--- src/rtl/pwm_capture_monitor.sv ---
// Purpose: PWM pair capture (period, high time, dead-time) plus sticky shoot-through detection, Wishbone slave.
// Latency: measurements lag pwm_in by 2 cycles (2+FILTER_LEN with PWM_MON_GLITCH_FILTER_EN); wb_ack 1 cycle after wb_stb.
// Backpressure: none; every access is acked in one cycle, and ack drops for a cycle before the next access.
module pwm_capture_monitor #(
  parameter int ADDR_WIDTH = 8,
  parameter int CNT_WIDTH  = 16,
  parameter int FILTER_LEN = 3
) (
  input  logic                  clk,
  input  logic                  rst_n,
  input  logic [ADDR_WIDTH-1:0] wb_addr,
  input  logic [31:0]           wb_dat_i,
  output logic [31:0]           wb_dat_o,
  input  logic                  wb_we,
  input  logic [3:0]            wb_sel,
  input  logic                  wb_stb,
  output logic                  wb_ack,
  input  logic [7:0]            pwm_in,
  output logic                  shoot_irq
);

  typedef enum logic [1:0] {DISARMED, ARMED, MEASURING} st_t;
  localparam logic [CNT_WIDTH-1:0] CMAX = '1;

  logic [7:0] sync1, sync2, pwm_s, pwm_d, rise, fall;
  logic       enable, clear_q;
  logic [3:0] irq_mask, sticky, new_smp, publish, shoot_now;
  logic [3:0] dead_start_hi, dead_start_lo, dead_other_rise, dead_same_rise;
  logic [3:0] dead_run, dead_src;
  st_t        st_q [4];
  st_t        st_nxt [4];
  logic [CNT_WIDTH-1:0] per_cnt [4], hi_cnt [4], hi_shadow [4], dead_cnt [4];
  logic [CNT_WIDTH-1:0] pub_per [4], pub_hi [4], min_dead [4], last_dead [4];
  logic        acc, wr_ctrl, wr_stat;
  logic [31:0] rdata;
  logic [31:0] unused_bits;

  function automatic logic [CNT_WIDTH-1:0] sat_inc(input logic [CNT_WIDTH-1:0] v);
    return (v == CMAX) ? v : v + 1'b1;
  endfunction

  // Two-flop synchronizer for the asynchronous PWM bus
  always_ff @(posedge clk or negedge rst_n) begin
    if (!rst_n) begin
      sync1 <= '0;
      sync2 <= '0;
    end else begin
      sync1 <= pwm_in;
      sync2 <= sync1;
    end
  end

`ifdef PWM_MON_GLITCH_FILTER_EN
  localparam int FW = $clog2(FILTER_LEN + 1);
  logic [FW-1:0] flt_cnt [8];
  logic [7:0]    flt_q;

  // Each bit follows its input only after FILTER_LEN consecutive differing samples
  always_ff @(posedge clk or negedge rst_n) begin
    if (!rst_n) begin
      flt_q <= '0;
      for (int i = 0; i < 8; i++) flt_cnt[i] <= '0;
    end else begin
      for (int i = 0; i < 8; i++) begin
        if (sync2[i] == flt_q[i]) begin
          flt_cnt[i] <= '0;
        end else if (flt_cnt[i] == FW'(FILTER_LEN - 1)) begin
          flt_q[i]   <= sync2[i];
          flt_cnt[i] <= '0;
        end else begin
          flt_cnt[i] <= flt_cnt[i] + 1'b1;
        end
      end
    end
  end
  assign pwm_s = flt_q;
  assign unused_bits = {wb_dat_i[31:8], 4'd0, wb_sel};
`else
  assign pwm_s = sync2;
  assign unused_bits = {wb_dat_i[31:8], 4'd0, wb_sel} ^ 32'(FILTER_LEN);
`endif

  // Previous-cycle copy of the observed bus for edge detection
  always_ff @(posedge clk or negedge rst_n) begin
    if (!rst_n) pwm_d <= '0;
    else        pwm_d <= pwm_s;
  end

  assign rise      = pwm_s & ~pwm_d;
  assign fall      = ~pwm_s & pwm_d;
  assign acc       = wb_stb & ~wb_ack;
  assign wr_ctrl   = acc & wb_we & (wb_addr == ADDR_WIDTH'(8'h00));
  assign wr_stat   = acc & wb_we & (wb_addr == ADDR_WIDTH'(8'h04));
  assign shoot_irq = |(sticky & ~irq_mask);

  // Per-pair FSM state register; clear and disable force every pair back to DISARMED
  always_ff @(posedge clk or negedge rst_n) begin
    if (!rst_n) begin
      for (int k = 0; k < 4; k++) st_q[k] <= DISARMED;
    end else begin
      for (int k = 0; k < 4; k++) st_q[k] <= (clear_q || !enable) ? DISARMED : st_nxt[k];
    end
  end

  // Per-pair next state: advance on high-side rising edges
  always_comb begin
    for (int k = 0; k < 4; k++) begin
      st_nxt[k] = st_q[k];
      case (st_q[k])
        DISARMED: if (rise[2*k]) st_nxt[k] = ARMED;
        ARMED:    if (rise[2*k]) st_nxt[k] = MEASURING;
        default:  st_nxt[k] = MEASURING;
      endcase
    end
  end

  // Per-pair outputs: publish strobe, shoot-through and dead-time edge qualifiers
  always_comb begin
    for (int k = 0; k < 4; k++) begin
      publish[k]         = enable & rise[2*k] & (st_q[k] == MEASURING);
      shoot_now[k]       = pwm_s[2*k] & pwm_s[2*k+1];
      dead_start_hi[k]   = fall[2*k] & ~pwm_s[2*k+1];
      dead_start_lo[k]   = fall[2*k+1] & ~pwm_s[2*k];
      dead_other_rise[k] = dead_src[k] ? rise[2*k] : rise[2*k+1];
      dead_same_rise[k]  = dead_src[k] ? rise[2*k+1] : rise[2*k];
    end
  end

  // Control register; clear is a one-cycle pulse acted on by the measurement logic
  always_ff @(posedge clk or negedge rst_n) begin
    if (!rst_n) begin
      enable   <= 1'b0;
      clear_q  <= 1'b0;
      irq_mask <= '0;
    end else begin
      clear_q <= wr_ctrl & wb_dat_i[1];
      if (wr_ctrl) begin
        enable   <= wb_dat_i[0];
        irq_mask <= wb_dat_i[7:4];
      end
    end
  end

  // Measurement counters, published registers and sticky flags (clear beats hardware, hardware beats W1C)
  always_ff @(posedge clk or negedge rst_n) begin
    if (!rst_n) begin
      sticky <= '0; new_smp <= '0; dead_run <= '0; dead_src <= '0;
      for (int k = 0; k < 4; k++) begin
        per_cnt[k] <= '0; hi_cnt[k] <= '0; hi_shadow[k] <= '0; dead_cnt[k] <= '0;
        pub_per[k] <= '0; pub_hi[k] <= '0; min_dead[k] <= '0; last_dead[k] <= '0;
      end
    end else if (clear_q) begin
      sticky <= '0; new_smp <= '0; dead_run <= '0; dead_src <= '0;
      for (int k = 0; k < 4; k++) begin
        per_cnt[k] <= '0; hi_cnt[k] <= '0; hi_shadow[k] <= '0; dead_cnt[k] <= '0;
        pub_per[k] <= '0; pub_hi[k] <= '0; min_dead[k] <= '0; last_dead[k] <= '0;
      end
    end else begin
      sticky  <= shoot_now | (sticky & ~(wr_stat ? wb_dat_i[3:0] : 4'd0));
      new_smp <= publish | (new_smp & ~(wr_stat ? wb_dat_i[7:4] : 4'd0));
      for (int k = 0; k < 4; k++) begin
        if (!enable) begin
          per_cnt[k] <= '0; hi_cnt[k] <= '0; hi_shadow[k] <= '0; dead_cnt[k] <= '0;
          dead_run[k] <= 1'b0;
        end else begin
          if (rise[2*k])                per_cnt[k] <= CNT_WIDTH'(1);
          else if (st_q[k] != DISARMED) per_cnt[k] <= sat_inc(per_cnt[k]);
          if (rise[2*k])                hi_cnt[k] <= CNT_WIDTH'(1);
          else if (pwm_s[2*k])          hi_cnt[k] <= sat_inc(hi_cnt[k]);
          if (fall[2*k])                hi_shadow[k] <= hi_cnt[k];
          if (publish[k]) begin
            pub_per[k] <= per_cnt[k];
            pub_hi[k]  <= hi_shadow[k];
          end
          if (dead_start_hi[k] || dead_start_lo[k]) begin
            dead_run[k] <= 1'b1;
            dead_src[k] <= dead_start_lo[k] & ~dead_start_hi[k];
            dead_cnt[k] <= CNT_WIDTH'(1);
          end else if (dead_run[k]) begin
            if (dead_other_rise[k]) begin
              last_dead[k] <= dead_cnt[k];
              if (dead_cnt[k] < min_dead[k] || min_dead[k] == '0) min_dead[k] <= dead_cnt[k];
              dead_run[k] <= 1'b0;
            end else if (dead_same_rise[k]) begin
              dead_run[k] <= 1'b0;
            end else begin
              dead_cnt[k] <= sat_inc(dead_cnt[k]);
            end
          end
        end
      end
    end
  end

  // Read-data mux; unmapped addresses read as zero
  always_comb begin
    rdata = '0;
    if (wb_addr == ADDR_WIDTH'(8'h00)) rdata = {24'd0, irq_mask, 2'b00, clear_q, enable};
    if (wb_addr == ADDR_WIDTH'(8'h04)) rdata = {24'd0, new_smp, sticky};
    for (int k = 0; k < 4; k++) begin
      if (wb_addr == ADDR_WIDTH'(16 + 8*k)) rdata = {16'(pub_per[k]), 16'(pub_hi[k])};
      if (wb_addr == ADDR_WIDTH'(20 + 8*k)) rdata = {16'(last_dead[k]), 16'(min_dead[k])};
    end
  end

  // Registered one-cycle acknowledge with read data valid alongside it
  always_ff @(posedge clk or negedge rst_n) begin
    if (!rst_n) begin
      wb_ack   <= 1'b0;
      wb_dat_o <= '0;
    end else begin
      wb_ack   <= acc;
      wb_dat_o <= (acc && !wb_we) ? rdata : 32'd0;
    end
  end

endmodule
--- config.mk ---
export PLATFORM = sky130hd
export DESIGN_NAME = pwm_capture_monitor
export DESIGN_NICKNAME = d
export VERILOG_FILES = /design/src/rtl/pwm_capture_monitor.sv
export SDC_FILE = /design/constraint.sdc
export NUM_CORES = 1
export LEC_CHECK = 0
export CELL_PAD_IN_SITES_DETAIL_PLACEMENT = 0
export CELL_PAD_IN_SITES_GLOBAL_PLACEMENT = 1
export CORE_ASPECT_RATIO = 0.6
export CORE_MARGIN = 2
export CORE_UTILIZATION = 40
export DETAILED_ROUTE_END_ITERATION = 7
export GPL_TIMING_DRIVEN = 0
export PLACE_DENSITY_LB_ADDON = 0.1
export SYNTH_ARGS = -nofsm -noshare
export SYNTH_HDL_FRONTEND = slang
export SYNTH_SLANG_ARGS = --single-unit
--- constraint.sdc ---
create_clock -name clk -period 5.85 [get_ports clk]
set_input_delay 0.8775 -clock clk [delete_from_list [all_inputs] [get_ports clk]]
set_output_delay 0.8775 -clock clk [all_outputs]
set_load 0.02 [all_outputs]
==> flow_summary_export.csv, run 1 <==
group,metric,value,unit
outcome,status,"finished with violations",
outcome,violations,"capacitance limit, slew limit",
worst_setup_path,r2r_end,"hi_cnt[26]",
floorplan,dieWidth,355,µm
yosys,synth-simple-area-share,20.4,%
placed_design,post-place-ws,1680,ps
global_routing,grt_start_max_net_pins,116,
timing,finalCritPeriodShare,66.5,%
timing,fin_crit,3890,ps
yosys,synth.most_common_cell,"dfrtp_1",
timing,setup_violations,0,
yosys,synthAdderAreaFrac,3.04,%
yosys,synth_edf_count,0,
global_routing,antenna_found_initial,5,
cts,cts-root-buf,"clkbuf_16",
worst_setup_path,arrival,4450,ps
placed_design,place_hpwl,85100,µm
floorplan,num_rows,77,
cts,cts_made_buffers,60,
cells_and_area,drive_gt1_share,4.79,%
worst_setup_path,rrSetupSlack,1960,ps
timing,clock_skew,16.5,ps
routing,vias,25400,
routing,ant_nets,0,
worst_setup_path,worst_ep_required_time,6420,ps
cts,max-clock-path-buffers,3,
timing,fmax,257,MHz
yosys,synthMuxAreaShare,3.23,%
floorplan,start_util,40.3,%
cells_and_area,regArea,15000,µm²
timing,finalMaxSlewViolations,11,
placed_design,port-buffer-count,60,
worst_setup_path,cp_max_fo,10,
flow_run,cap_viol_max_count,1,
worst_setup_path,timing.rr.start,"clear_q",
cells_and_area,area_growth,14.2,%
timing,worst_pin_slew,1550,ps
placed_design,globalplace.congestion,1.01,
routing,drtIter0Drc,2987,
yosys,synth-xor-area-share,4.26,%
cts,cts_sinks,599,
yosys,ys_top_cells_by_count,"599 x dfrtp_1, 580 x nand2_1, 358 x a21oi_1",
yosys,synth_area_leaders,"dfrtp_1 51%, nand2_1 7.3%, a21oi_1 6.0%, nor2_1 4.2%, mux2i_1 3.1%",
timing,fin_setup_tns,0,ps
yosys,synth_top_flop_cell,"dfrtp_1",
yosys,synth.avg_cell_area,9.20,µm²
timing,finalHoldViolCount,0,
yosys,syn_area,29600,µm²
global_routing,grt.overflow.total,0,
cells_and_area,multi_input_area,13600,µm²
yosys,yosysSeqAreaShare,50.6,%
global_routing,track_usage,29.2,%
worst_hold_path,hold_path.class,"input port to asynchronous set/reset pin",
routing,drc,0,
routing,wirelength,111000,µm
yosys,synth_fp_nets,3349,
global_routing,grt_pass1_wl,166000,µm
yosys,yosys.area.top_type,"dfrtp_1",
yosys,ys_async_sr_fraction,100,%
worst_setup_path,slowest_delay,1180,ps
yosys,synth_seq_cells,599,
cts,cts_setup_buffers,0,
cts,clk_pin_slew_worst_paths,70,ps
yosys,synth-compound-area-share,14.8,%
yosys,yosysTopAreaCellShare,50.6,%
floorplan,ioPinCount,90,
global_routing,grt_pass1_vias,24000,
pwr,peakVddDrop,0.255,mV
timing,rsz0062_at_grt,"false",
yosys,yosysUniqueCellTypes,80,
timing,setup_slack,1960,ps
yosys,synth_top_family_by_area,"simple AND/OR/NAND/NOR gates",
routing,via_per_inst,5.78,
floorplan,dieArea,76300,µm²
cts,htreeDepth,2,
worst_setup_path,cp-start-kind,"register",
floorplan,die_h,215,µm
cts,hold_buffers,0,
yosys,ys_warn_count,0,
routing,drt_first_pass_iters,6,
pwr,power_density,260,nW/µm²
cts,ctsResizeCount,0,
worst_setup_path,rr_worst_depth,7,
pwr,p_leak,14.1,nW
worst_setup_path,cp_slowest_cell,"clkbuf_1",
worst_setup_path,worstSetupPathType,"register to register",
worst_setup_path,end_kind,"register",
routing,wl_per_cell,25.4,µm
worst_setup_path,crit_chain,"buf_2 > nor2b_1 > buf_2 > clkbuf_1 > nand2_1 > clkbuf_1 > nor2_1",
cts,cts_tree,"done",
cts,clkLatencyLatePin,650,ps
yosys,synthCells,3221,
timing,slew_headroom,-3.36,%
cells_and_area,fin_nets,3477,
floorplan,core-area,73500,µm²
cells_and_area,nFillCells,7100,
==> power breakdown <==
| group | internal [W] | total [W] | switching, W |
|---|---|---|---|
| logic | 0.0000664 | 0.000289 | 0.000223 |
| clock network | 0.00254 | 0.00433 | 0.00179 |
| registers | 0.00415 | 0.00417 | 0.0000179 |
| total | 0.00676 | 0.00879 | 0.00203 |
==> stage by stage <==
stage	hold WS (ps)	util, %	area [µm²]	std cells	power (W)
after floorplan	331	-	29600	3221	0.00434
after global placement	334	42.8	31500	4268	0.00453
after detailed placement	335	43.0	31600	4274	0.00454
after CTS	201	46.0	33800	4387	0.00885
after global routing	231	46.0	33800	4387	0.00906
final	195	46.0	33800	4389	0.00879
==> layout by cell type (no fill, tap or decap), types with 15 or more instances in the layout <==
cell             count
a211oi_1            28
a21o_1              26
a21oi_1            358
a22oi_1             46
a31oi_1             17
and3_1              50
and4_1              17
buf_2               27
clkbuf_1           167
clkbuf_16           60
clkbuf_8            20
clkdlybuf4s50_1     59
dfrtp_1            599
ha_1                72
inv_1               85
mux2i_1             91
nand2_1            580
nand2b_1            21
nand3_1             84
nand4_1             76
nor2_1             331
nor2b_1             18
nor3_1              36
nor4_1              31
o21ai_0             50
o21ai_1             35
o221ai_1            25
o22ai_1             17
o31ai_1             24
or3_1               22
or4b_1              15
xnor2_1             60
xor2_1              84
==> area by class of cell <==
type / instances / area share, %
Antenna cell: 2 / 0.0148
Buffer: 191 / 2.26
Clock buffer: 92 / 5.39
Clock inverter: 21 / 1.06
Inverter: 86 / 0.954
Multi-Input combinational cell: 2345 / 40.1
Sequential cell: 599 / 44.3
Tap cell: 987 / 3.65
Timing Repair Buffer: 66 / 2.28
==> state kept, by name, summed over array words and instances (netlist names) <==
name	flops
irq_mask	4
wb_ack	1
last_dead	64
wb_dat_o	32
dead_src	4
st_q	8
hi_cnt	64
hi_shadow	64
clear_q	1
sync1	8
new_smp	4
sticky	4
pwm_s	8
enable	1
pub_hi	64
dead_cnt	64
per_cnt	64
pub_per	64
dead_run	4
pwm_d	8
min_dead	64
==> kinds of logic (layout without fill, tap and decap cells) <==
group,Yosys count,after routing
XOR/XNOR,144,144
flip-flops,599,599
adder cells (fa/ha/maj),72,72
other,0,2
AND/OR/NAND/NOR,1326,1326
AO/OA/AOI/OAI,708,708
buffers and inverters,277,456
multiplexers,95,95
==> metal layers <==
metal | track usage, % | vias to the layer above | share of wire [%]
li1 | - | 11500 | -
met1 | 49.0 | 12800 | 52
met2 | 37.1 | 948 | 37
met3 | 6.26 | 133 | 9.0
met4 | 5.99 | 4 | 1.9
met5 | 0 | - | 0.024
==> worst max-delay path, delay by kind of cell (launching register included) <==
family / cells / cell delay, ps
buffers and inverters: 4 / 2410
DFF: 1 / 360
and+or+nand+nor: 3 / 990
==> worst max-delay path by stage <==
stage	startpoint	end	slack (ps)	depth (start not counted)
floorplan	wb_addr[1]	wb_dat_o[2]	3370	8
global placement	rst_n	dead_cnt[28]	-23290	1
detailed placement	wb_addr[5]	wb_dat_o[24]	1680	7
CTS	clear_q	hi_cnt[20]	2150	7
global route	clear_q	hi_cnt[27]	1980	7
finish	clear_q	hi_cnt[26]	1960	7
No activity file was read; power rests on OpenSTA's default activity.
==> run 2: changes to the inputs <==
clock period = 4 ns   (was 5.85 ns; I/O delays follow)
==> flow_summary_export.csv, run 2 (synthesis results as in run 1) <==
group,metric,value,unit
placed_design,globalplace.congestion,1.01,
floorplan,die_h,215,µm
routing,vias,25500,
pwr,p_leak,14.1,nW
cts,clkLatencyLatePin,650,ps
routing,drtIter0Drc,3073,
timing,worst_pin_slew,1520,ps
cts,cts_tree,"done",
pwr,power_density,380,nW/µm²
timing,slew_headroom,-1.04,%
floorplan,num_rows,77,
cells_and_area,layout_common_cells,"599 x dfrtp_1, 580 x nand2_1, 358 x a21oi_1",
cts,cts_made_buffers,60,
routing,wl_met2,41800,µm
routing,wl_met3,10200,µm
routing,routed.top_layer,"met5",
worst_setup_path,cp-start-kind,"register",
cells_and_area,design_area,33800,µm²
cts,clk_pin_slew_worst_paths,70,ps
placed_design,port-buffer-count,60,
placed_design,placed_cell_area,31600,µm²
worst_setup_path,rrSetupSlack,180,ps
routing,met1_length,57400,µm
timing,rsz0062_at_grt,"false",
global_routing,grt.overflow.total,0,
cells_and_area,multi_input_area,13600,µm²
placed_design,placed_cells,4274,
cells_and_area,regArea,15000,µm²
cts,htreeDepth,2,
global_routing,grt_pass1_wl,166000,µm
timing,clock_skew,15.3,ps
routing,wl_per_cell,25.4,µm
floorplan,dieWidth,355,µm
outcome,violations,"capacitance limit, slew limit",
worst_setup_path,worstSetupPathType,"register to register",
floorplan,dieArea,76300,µm²
routing,wirelength,111000,µm
timing,fin_setup_tns,0,ps
cells_and_area,final_common_cell,"dfrtp_1",
routing,via_per_inst,5.80,
cts,ctsResizeCount,0,
cells_and_area,area_growth,14.2,%
global_routing,antenna_found_initial,5,
cts,cts_setup_buffers,0,
outcome,status,"finished with violations",
floorplan,start_util,40.3,%
worst_setup_path,end_kind,"register",
worst_setup_path,critPathCapture,"hi_cnt[20]",
global_routing,track_usage,29.2,%
cells_and_area,drive_gt1_share,4.79,%
timing,fin_crit,3820,ps
global_routing,grt_start_max_net_pins,116,
placed_design,place_hpwl,85100,µm
worst_setup_path,cp-startpoint,"clear_q",
routing,drt_first_pass_iters,6,
timing,setup_violations,0,
pwr,peakVddDrop,0.372,mV
global_routing,grt_pass1_vias,24000,
worst_hold_path,hold_depth,0,
worst_hold_path,hold_path.class,"register to register",
timing,finalHoldViolCount,0,
timing,finalMaxSlewViolations,11,
cts,cts-root-buf,"clkbuf_16",
floorplan,core-area,73500,µm²
worst_setup_path,rr_worst_depth,7,
timing,fmax,262,MHz
worst_setup_path,arrival,4380,ps
routing,drc,0,
cells_and_area,nFillCells,7100,
timing,finalCritPeriodShare,95.4,%
worst_setup_path,cp_max_fo,10,
cts,cts_sinks,599,
routing,ant_nets,0,
cells_and_area,layout.cells.non_filler,4390,
pwr,power.total,0.0128,W
floorplan,ioPinCount,90,
cts,max-clock-path-buffers,3,
cells_and_area,fin_nets,3478,
flow_run,cap_viol_max_count,1,
worst_setup_path,r2r_end,"hi_cnt[20]",
worst_setup_path,timing.rr.start,"clear_q",
worst_setup_path,worst_ep_required_time,4560,ps
==> run 2: worst max-delay path, stage by stage, from the launching register on <==
cell,delay [ps]
dfrtp_1,360
buf_2,280
nor2b_1,150
buf_2,480
clkbuf_1,1150
nand2_1,640
clkbuf_1,430
nor2_1,190
==> run 2: final cells by class <==
| type | instances | area share [%] |
|---|---|---|
| diodes | 2 | 0.0148 |
| plain buffers | 191 | 2.26 |
| clock buffers | 92 | 5.39 |
| clock inverters | 21 | 1.06 |
| inverters | 86 | 0.954 |
| multi-input cells | 2345 | 40.1 |
| flip-flops and latches | 599 | 44.3 |
| well taps | 987 | 3.65 |
| repair buffers | 67 | 2.31 |
==> run 2: what timing repair did <==
action / CTS / global route
endpoints found under the hold margin: 49 / 0
hold buffers: 1 / 0
setup endpoints to repair: 0 / 0
==> run 2: how the worst min path moves through the flow <==
stage | startpoint | slack [ps] | end
after floorplan | rst_n | 300 | clear_q
after global placement | sync1[6] | 330 | pwm_s[6]
after detailed placement | sync1[3] | 330 | pwm_s[3]
after CTS | pwm_in[6] | 350 | sync1[6]
after global routing | sync1[6] | 350 | pwm_s[6]
final | sync1[6] | 350 | pwm_s[6]
==> run 2: metrics by stage <==
stage / setup WS, ps / hold slack (ps) / util (%)
floorplan: 1630 / 304 / -
global placement: -24860 / 334 / 42.8
detailed placement: 105 / 335 / 43.0
CTS: 305 / 346 / 46.0
global route: 133 / 351 / 46.0
finish: 184 / 349 / 46.0
==> run 2: metal layers <==
| metal | up-vias | GRT usage [%] |
|---|---|---|
| met5 | - | 0 |
| met4 | 4 | 5.99 |
| met3 | 129 | 6.26 |
| met2 | 974 | 37.1 |
| met1 | 12800 | 49.0 |
| li1 | 11500 | - |
==> run 2: power by group <==
part / total (W) / switching (W) / internal [W] / leakage, nW
combinational: 0.000423 / 0.000325 / 0.0000976 / 4.73
sequential: 0.00610 / 0.0000263 / 0.00608 / 8.28
clock: 0.00632 / 0.00260 / 0.00371 / 1.07
total: 0.0128 / 0.00296 / 0.00989 / 14.1
